File: src/rtl/chain_mult_pkg.sv
// Shared types and sizing for the bit-serial triple-operand multiplier.
`timescale 1ns/1ps
package chain_mult_pkg;

  typedef enum logic [1:0] {
    IDLE = 2'd0,
    MUL1 = 2'd1,
    MUL2 = 2'd2,
    DONE = 2'd3
  } state_t;

  localparam int DEFAULT_WIDTH = 8;

  // Three WIDTH-bit factors never need more than 3*WIDTH bits.
  function automatic int product_width(input int w);
    return 3 * w;
  endfunction

endpackage

File: src/rtl/chain_mult_shift_add_step.sv
// One shift-add multiply step: conditionally add the multiplicand to the accumulator.
`timescale 1ns/1ps
module shift_add_step #(
  parameter int W = 24
) (
  input  logic [W-1:0] acc,
  input  logic [W-1:0] mcand,
  input  logic         lsb,
  output logic [W-1:0] acc_next
);

  assign acc_next = lsb ? (acc + mcand) : acc;

endmodule

File: src/rtl/chain_mult.sv
// Sequential I*J*K multiplier: two WIDTH-cycle shift-add passes sharing one adder step.
`timescale 1ns/1ps
module chain_mult
  import chain_mult_pkg::*;
#(
  parameter int WIDTH  = DEFAULT_WIDTH,
  parameter int PWIDTH = product_width(WIDTH)
) (
  input  logic              clk,
  input  logic              rst,
  input  logic              in_valid,
  output logic              in_ready,
  input  logic [WIDTH-1:0]  op_i,
  input  logic [WIDTH-1:0]  op_j,
  input  logic [WIDTH-1:0]  op_k,
  output logic              out_valid,
  input  logic              out_ready,
  output logic [PWIDTH-1:0] product,
  output logic              busy
);

  localparam int CW = $clog2(WIDTH + 1);

  state_t            state_reg, state_next;
  logic [PWIDTH-1:0] acc_reg;
  logic [PWIDTH-1:0] mcand_reg;
  logic [PWIDTH-1:0] product_reg;
  logic [PWIDTH-1:0] acc_step;
  logic [WIDTH-1:0]  mplier_reg;
  logic [WIDTH-1:0]  k_reg;
  logic [CW-1:0]     cnt_reg;
  logic              last_bit;

  assign last_bit = (cnt_reg == CW'(WIDTH - 1));

  shift_add_step #(.W(PWIDTH)) u_step (
    .acc      (acc_reg),
    .mcand    (mcand_reg),
    .lsb      (mplier_reg[0]),
    .acc_next (acc_step)
  );

  always_ff @(posedge clk or negedge rst) begin
    if (!rst) state_reg <= IDLE;
    else      state_reg <= state_next;
  end

  always_comb begin
    state_next = state_reg;
    case (state_reg)
      IDLE: if (in_valid)  state_next = MUL1;
      MUL1: if (last_bit)  state_next = MUL2;
      MUL2: if (last_bit)  state_next = DONE;
      DONE: if (out_ready) state_next = IDLE;
      default:             state_next = IDLE;
    endcase
  end

  always_ff @(posedge clk or negedge rst) begin
    if (!rst) begin
      acc_reg     <= '0;
      mcand_reg   <= '0;
      product_reg <= '0;
      mplier_reg  <= '0;
      k_reg       <= '0;
      cnt_reg     <= '0;
    end else begin
      case (state_reg)
        IDLE: begin
          if (in_valid) begin
            mcand_reg  <= PWIDTH'(op_i);
            mplier_reg <= op_j;
            k_reg      <= op_k;
            acc_reg    <= '0;
            cnt_reg    <= '0;
          end
        end
        MUL1, MUL2: begin
          if (last_bit) begin
            // End of pass 1 feeds P1 back as the multiplicand; end of pass 2 publishes.
            if (state_reg == MUL1) begin
              mcand_reg  <= acc_step;
              mplier_reg <= k_reg;
            end else begin
              product_reg <= acc_step;
            end
            acc_reg <= '0;
            cnt_reg <= '0;
          end else begin
            acc_reg    <= acc_step;
            mcand_reg  <= mcand_reg << 1;
            mplier_reg <= mplier_reg >> 1;
            cnt_reg    <= cnt_reg + CW'(1);
          end
        end
        default: ;
      endcase
    end
  end

  assign in_ready  = (state_reg == IDLE);
  assign out_valid = (state_reg == DONE);
  assign busy      = (state_reg == MUL1) || (state_reg == MUL2);
  assign product   = product_reg;

endmodule
File: config.mk
export PLATFORM = sky130hd
export DESIGN_NAME = chain_mult
export DESIGN_NICKNAME = d
export VERILOG_FILES = /design/src/rtl/chain_mult_pkg.sv /design/src/rtl/chain_mult_shift_add_step.sv /design/src/rtl/chain_mult.sv
export SDC_FILE = /design/constraint.sdc
export NUM_CORES = 1
export LEC_CHECK = 0
export CAP_MARGIN = 25
export CORE_UTILIZATION = 55
export DETAILED_ROUTE_END_ITERATION = 12
export HOLD_SLACK_MARGIN = 0.1
export PLACE_DENSITY_LB_ADDON = 0.3
export RECOVER_POWER = 25
export SYNTH_ARGS = -nofsm -noshare
export SYNTH_HDL_FRONTEND = slang
export SYNTH_SLANG_ARGS = --single-unit
export TNS_END_PERCENT = 50
File: constraint.sdc
create_clock -name clk -period 7.09 [get_ports clk]
set_input_delay 1.0635 -clock clk [delete_from_list [all_inputs] [get_ports clk]]
set_output_delay 1.0635 -clock clk [all_outputs]
set_load 0.05 [all_outputs]
==> impl_metrics.yaml <==
yosys:
  synthXorXnorAreaFrac_pct: 3.70
  syn-cell-area_um2: 5450
  synth-seq-cells: 94
  yosys.area_share.simple_pct: 15.0
  synth_top_flop_cell: "dfrtp_1"
  muxShareOfSynthArea_pct: 6.11
  async_reset_ff_share_pct: 100
  synth_top_family_by_area: "compound AO/OA/AOI/OAI gates"
  ys_warn_count: 0
  synthesis.instances: 596
  synth-edff-count: 0
  synth_compound_area_share_pct: 22.5
  synth_adder_area_share_pct: 6.80
  synth_cell_types: 58
  syn_nets: 653
  yosysSeqAreaShare_pct: 43.2
  avgSynthCellArea_um2: 9.14
worst_setup_path:
  worstPathCellList: "inv_1 -> ha_1 -> clkdlybuf4s50_1"
  critPathMaxFanout: 5
  endpoint_kind: "output pin"
  cp_data_required_time_ns: 6.03
  path_buf_inv: 2
  slowest_delay_ns: 0.83
  arrival_ns: 1.98
  crit_type: "reg -> out"
  worst_setup_path_start_kind: "flip-flop"
  crit_family: "buffers and inverters"
  crit_slowest_cell: "clkdlybuf4s50_1"
grt:
  grt_pass1_vias: 4522
  grt_antenna_before_repair: 0
  grt_usage_pct: 27.5
  grt_overflow_total: 0
  grt_max_degree: 72
  grt_pass1_wl_mm: 21.9
placed_design:
  io_buffer_count: 54
  dp_hpwl_mm: 9.27
  place_congestion: 0.905
floorplan:
  rows: 35
  dieWidth_um: 102
  io_pins: 55
  start_util_pct: 57.9
  fp.dieH_um: 102
  core_area_um2: 9420
  die_area_um2: 10300
route:
  drc: 0
  drt-initial-drc-count: 254
  drt-met1-wl_mm: 5.74
  routed_wirelength_mm: 13.0
  dr.pass1.iters: 5
  ant_nets: 0
  wl_met2_mm: 6.23
  wl_per_cell_um: 16.9
  vias: 4654
  via_per_inst: 6.03
  routed-wl-met3_um: 792
  maxUsedRoutingLayer: "met4"
timing:
  period_minus_slack_ns: 3.05
  tns_ns: 0
  relSlewSlack_pct: 17.7
  slew_viol_final: 0
  setup_viol: 0
  skew_ns: 0.0106
  hold_violations: 0
  tightest_slew_ns: 1.23
  rsz0062_at_grt: "false"
  fin_crit_sh_pct: 43.0
  max_freq_mhz: 328
clock_network:
  cts_tree: "done"
  cts_buffer_depth: 2
  ctsResizeCount: 0
  cts.sinks: 94
  hold_buffers: 0
  cts_setup_buffers: 0
  clk_pin_slew_ns: 0.10
  cts_root_buffer: "clkbuf_8"
  clk_latency_ns: 0.37
  cts_buffers: 9
  cts_htree_levels: 3
finish:
  fin_util_pct: 66.6
  syn_to_final_growth_pct: 15.1
  diodes: 0
  drive_above_1_share_pct: 7.93
  fillCellCount: 749
  fin_nets: 695
power:
  power.density_nw_per_um2: 501
  ir_drop_v: 0.000448
  leakagePower_nw: 2.74
run_status:
  outcome: "finished clean"
flow_run:
  drv_cap: 0
min_path:
  hold_class: "reg -> reg"
==> through the flow <==
stage,hold slack [ns],setup slack (ns),area [um^2],power (mW),instances
after floorplan,0.450,4.61,5450,2.27,596
after global placement,0.460,3.90,6080,2.68,756
after global routing,0.506,3.98,6270,3.37,772
final,0.484,4.04,6270,3.14,772
after detailed placement,0.470,3.81,6080,2.76,756
after CTS,0.491,4.03,6270,3.13,772
==> cells in the mapped netlist, drive strengths merged, types with 2 or more instances <==
library cell | n | area [um^2]
a211oi | 8 | 77.6
a21o | 7 | 53.8
a21oi | 40 | 208
a221oi | 3 | 26.3
a22o | 11 | 96.3
a31o | 2 | 17.5
a31oi | 5 | 37.5
and2 | 6 | 37.5
and3 | 9 | 57.6
buf | 10 | 48.8
clkbuf | 20 | 75.1
dfrtp | 94 | 2350
ha | 28 | 350
inv | 6 | 22.5
mux2 | 10 | 113
mux2i | 22 | 220
nand2 | 108 | 405
nand2b | 3 | 18.8
nand3 | 12 | 60.1
nand3b | 2 | 15.0
nand4 | 3 | 18.8
nor2 | 30 | 123
nor2b | 2 | 12.5
nor3 | 3 | 15.0
nor3b | 3 | 27.5
o2111ai | 2 | 17.5
o211ai | 8 | 60.1
o21a | 2 | 15.0
o21ai | 91 | 455
o22ai | 8 | 56.3
o31ai | 3 | 36.3
or2 | 2 | 12.5
xnor2 | 17 | 149
xor2 | 6 | 52.6
==> kinds of logic (layout without fill, tap and decap cells) <==
kind of cell | count (synthesis) | count (layout)
AOI/OAI and AO/OA | 197 | 197
xor gates and xnor gates | 23 | 23
adders and majority gates | 29 | 29
buffers and inverters | 36 | 83
DFF | 94 | 94
muxes | 32 | 32
and+or+nand+nor | 185 | 185
==> final timing paths <==
check                                    startpoint                  endpoint  slack, ns  cells past startpoint
min in group asynchronous                       rst   product[10]$_DFFE_PN0P_       0.93                      1
min reg2reg                  product[9]$_DFFE_PN0P_    product[9]$_DFFE_PN0P_       0.48                      2
max reg2reg                  acc_reg[0]$_DFFE_PN0P_   acc_reg[18]$_DFFE_PN0P_       4.18                     10
max                        state_reg[0]$_DFFE_PN0P_                  in_ready       4.04                      3
max in group asynchronous                       rst  mcand_reg[2]$_DFFE_PN0P_       4.63                      2
min                          product[9]$_DFFE_PN0P_    product[9]$_DFFE_PN0P_       0.48                      2
==> tightest hold or removal path, cell delays in order, from the launching register on <==
cell and delay, ns:
dfrtp_1 0.35, nand2_1 0.04, o21ai_0 0.05
==> layout make-up <==
type | instances | area (um^2) | share of cell area, %
Clock buffer | 9 | 124 | 1.98
Clock inverter | 7 | 72.6 | 1.16
Inverter | 6 | 22.5 | 0.359
Multi-Input combinational cell | 466 | 2950 | 47.1
Sequential cell | 94 | 2350 | 37.5
Tap cell | 129 | 161 | 2.57
Timing Repair Buffer | 61 | 587 | 9.36
==> where the power goes <==
part | total [mW] | internal [mW] | switching, mW
Combinational | 1.87 | 0.672 | 1.20
Clock | 0.368 | 0.164 | 0.203
Sequential | 0.905 | 0.752 | 0.153
Total | 3.14 | 1.59 | 1.55
==> placed cells by master, fill, tap and decap left out, types with 7 or more instances in the layout <==
cell type	count
mux2i_1	22
o22ai_1	7
clkdlybuf4s50_1	52
clkbuf_8	9
dfrtp_1	94
a22o_1	11
and3_1	8
nand3_1	12
xnor2_1	17
a21oi_1	38
o21ai_0	83
nor2_1	28
o211ai_1	8
mux2_2	10
buf_4	7
ha_1	28
o21ai_1	8
nand2_1	108
==> per-layer routing <==
layer	vias to the layer above	track usage, %
met2	159	43.6
met3	24	5.24
met5	-	0
met4	0	10.4
li1	2222	-
met1	2249	37.6
Power figures use the tool's default switching activity.
==> RTL change: new RTL, same flow settings <==
Set the package constant `DEFAULT_WIDTH` to 4 (it was 8).
--- a/src/rtl/chain_mult_pkg.sv
+++ b/src/rtl/chain_mult_pkg.sv
@@ -9,7 +9,7 @@
     DONE = 2'd3
   } state_t;
 
-  localparam int DEFAULT_WIDTH = 8;
+  localparam int DEFAULT_WIDTH = 4;
 
   // Three WIDTH-bit factors never need more than 3*WIDTH bits.
   function automatic int product_width(input int w);
Ports: changed (resized op_i, op_j, op_k and product); port bits go from 55 to 31. The function was not compared with the original's and may differ.
==> RTL change against the unedited design <==
Worst setup slack lost 0.57 ns. Combinational power decreased by 48%. Sequential cell count is 45 lower. First-iteration DRC count down 54%. Routed wire length decreased by 53%. Final cell count is 50% lower. Area after synthesis decreased by 48%. Register-to-register slack got worse by 0.50 ns. Worst hold slack better by 0.0035 ns. Total power down 48%. Count of clock-buffer cells in the layout decreased by 4. Global-route usage is 2.2 points lower. Sequential share of layout area is 0.51 points higher. Design area fell by 49%. Critical path type unchanged. Largest power group unchanged.
==> RTL change: results (changes against the unedited design) <==
maxcap violations=0 (unchanged); layout cells sized above 1=0.0781 (was 0.0793); Vias/cell=5.83 (was 6.03); placed insts=379 (was 756); Num CTS Buffers=5 (was 9); Synth Instances=295 (was 596); reg2reg path depth=7 (was 10); largest cells by area after synthesis=dfrtp_1, ha_1, a21oi_1 (was dfrtp_1, o21ai_0, nand2_1); hold path start=mplier_reg[3] (was product[9]); Adder-Cell Fraction of Synth Area=0.0778 (was 0.0680); Fillers=406 (was 749); metal2 WL=2910 um (was 6230 um); status=completed (unchanged); Setup crit end=busy (was in_ready); vias in the first global route=2237 (was 4522); Final GP Congestion=0.888 (was 0.905); Hold Path Sink=mplier_reg[3] (was product[9]); non-filler cells, final=387 (was 772); Synth Warn #=0 (unchanged); Top delay family on crit path=buffers and inverters (unchanged); r2r endpoint=mcand_reg[11] (was acc_reg[18]); clock skew=0.00895 ns (was 0.0106 ns); I/O Buffers=30 (was 54); worst-case vdd ir drop=367 uV (was 448 uV); mux cell area share after synthesis=0.0623 (was 0.0611); WP data arrival=2.55 ns (was 1.98 ns); slowest cell delay on critical path=0.94 ns (was 0.83 ns); post_cts resized=0 (unchanged); NetSw=0.823 mW (was 1.55 mW); htree depth=2 (was 3); n_diodes=0 (unchanged); HPWL Detailed=4430 um (was 9270 um); M1 wire length=2920 um (was 5740 um); CTS Buffer Depth=2 (unchanged); GRT met2 Usage=0.409 (was 0.436); GRT met3 Usage=0.0425 (was 0.0524); Seq/Total Area, Yosys=0.433 (was 0.432); Synth Area in Compound Gates=0.226 (was 0.225); r2r startpoint=state_reg[0] (was acc_reg[0]); relative max-transition margin=0.0283 (was 0.177); met3 WL=212 um (was 792 um); Worst Hold Class=reg2reg (unchanged); clk_lat worst skew=0.31 ns (was 0.37 ns); first-pass GRT wire length=10600 um (was 21900 um); Post-synth top cells=dfrtp_1, nand2_1, a21oi_1 (was nand2_1, dfrtp_1, o21ai_0); largest net degree at the start of global routing=28 (was 72); GRT Util Overall=0.253 (was 0.275); critical path fanouts, max=26 (was 5); met1 usage=0.346 (was 0.376); Clock transition at path regs=0.09 ns; syn_nets=328 (was 653); number of detailed-route iterations in the first pass=4 (was 5); DR iter-0 viols=116 (was 254); nets=352 (was 695); Avg WL per Cell=15.8 um (was 16.9 um); Async SR Flop Fraction=1.00 (unchanged); R2R Setup Slk=3.68 ns (was 4.18 ns); Netlist cell types=46 (was 58); Leak=1.49 nW (was 2.74 nW); XOR/XNOR share of the synthesized area=0.0247 (was 0.0370)
[RTL change: power by group through the flow]
stage / logic (mW) / registers, mW / clock network, mW
after global routing: 1.07 / 0.511 / 0.183
final: 0.971 / 0.497 / 0.166
after CTS: 0.971 / 0.497 / 0.172
after global placement: 0.929 / 0.499 / 0
after detailed placement: 0.967 / 0.501 / 0
after floorplan: 0.647 / 0.581 / 0
[RTL change: cell type report]
cell class                 count  share of cell area
timing repair buffer          33              0.0970
inverter                       8             0.00931
clock inverter                 3             0.00698
tap                           67              0.0260
multi-input combinational    222               0.459
sequential                    49               0.380
clock buffer                   5              0.0213
[RTL change: per-stage QoR]
stage,setup WS [ns],cell area [sq um],hold WS [ns]
global route,3.32,3220,0.509
floorplan,4.72,2830,0.450
CTS,3.48,3240,0.494
global placement,3.75,3120,0.474
finish,3.48,3220,0.487
detailed placement,3.67,3150,0.471
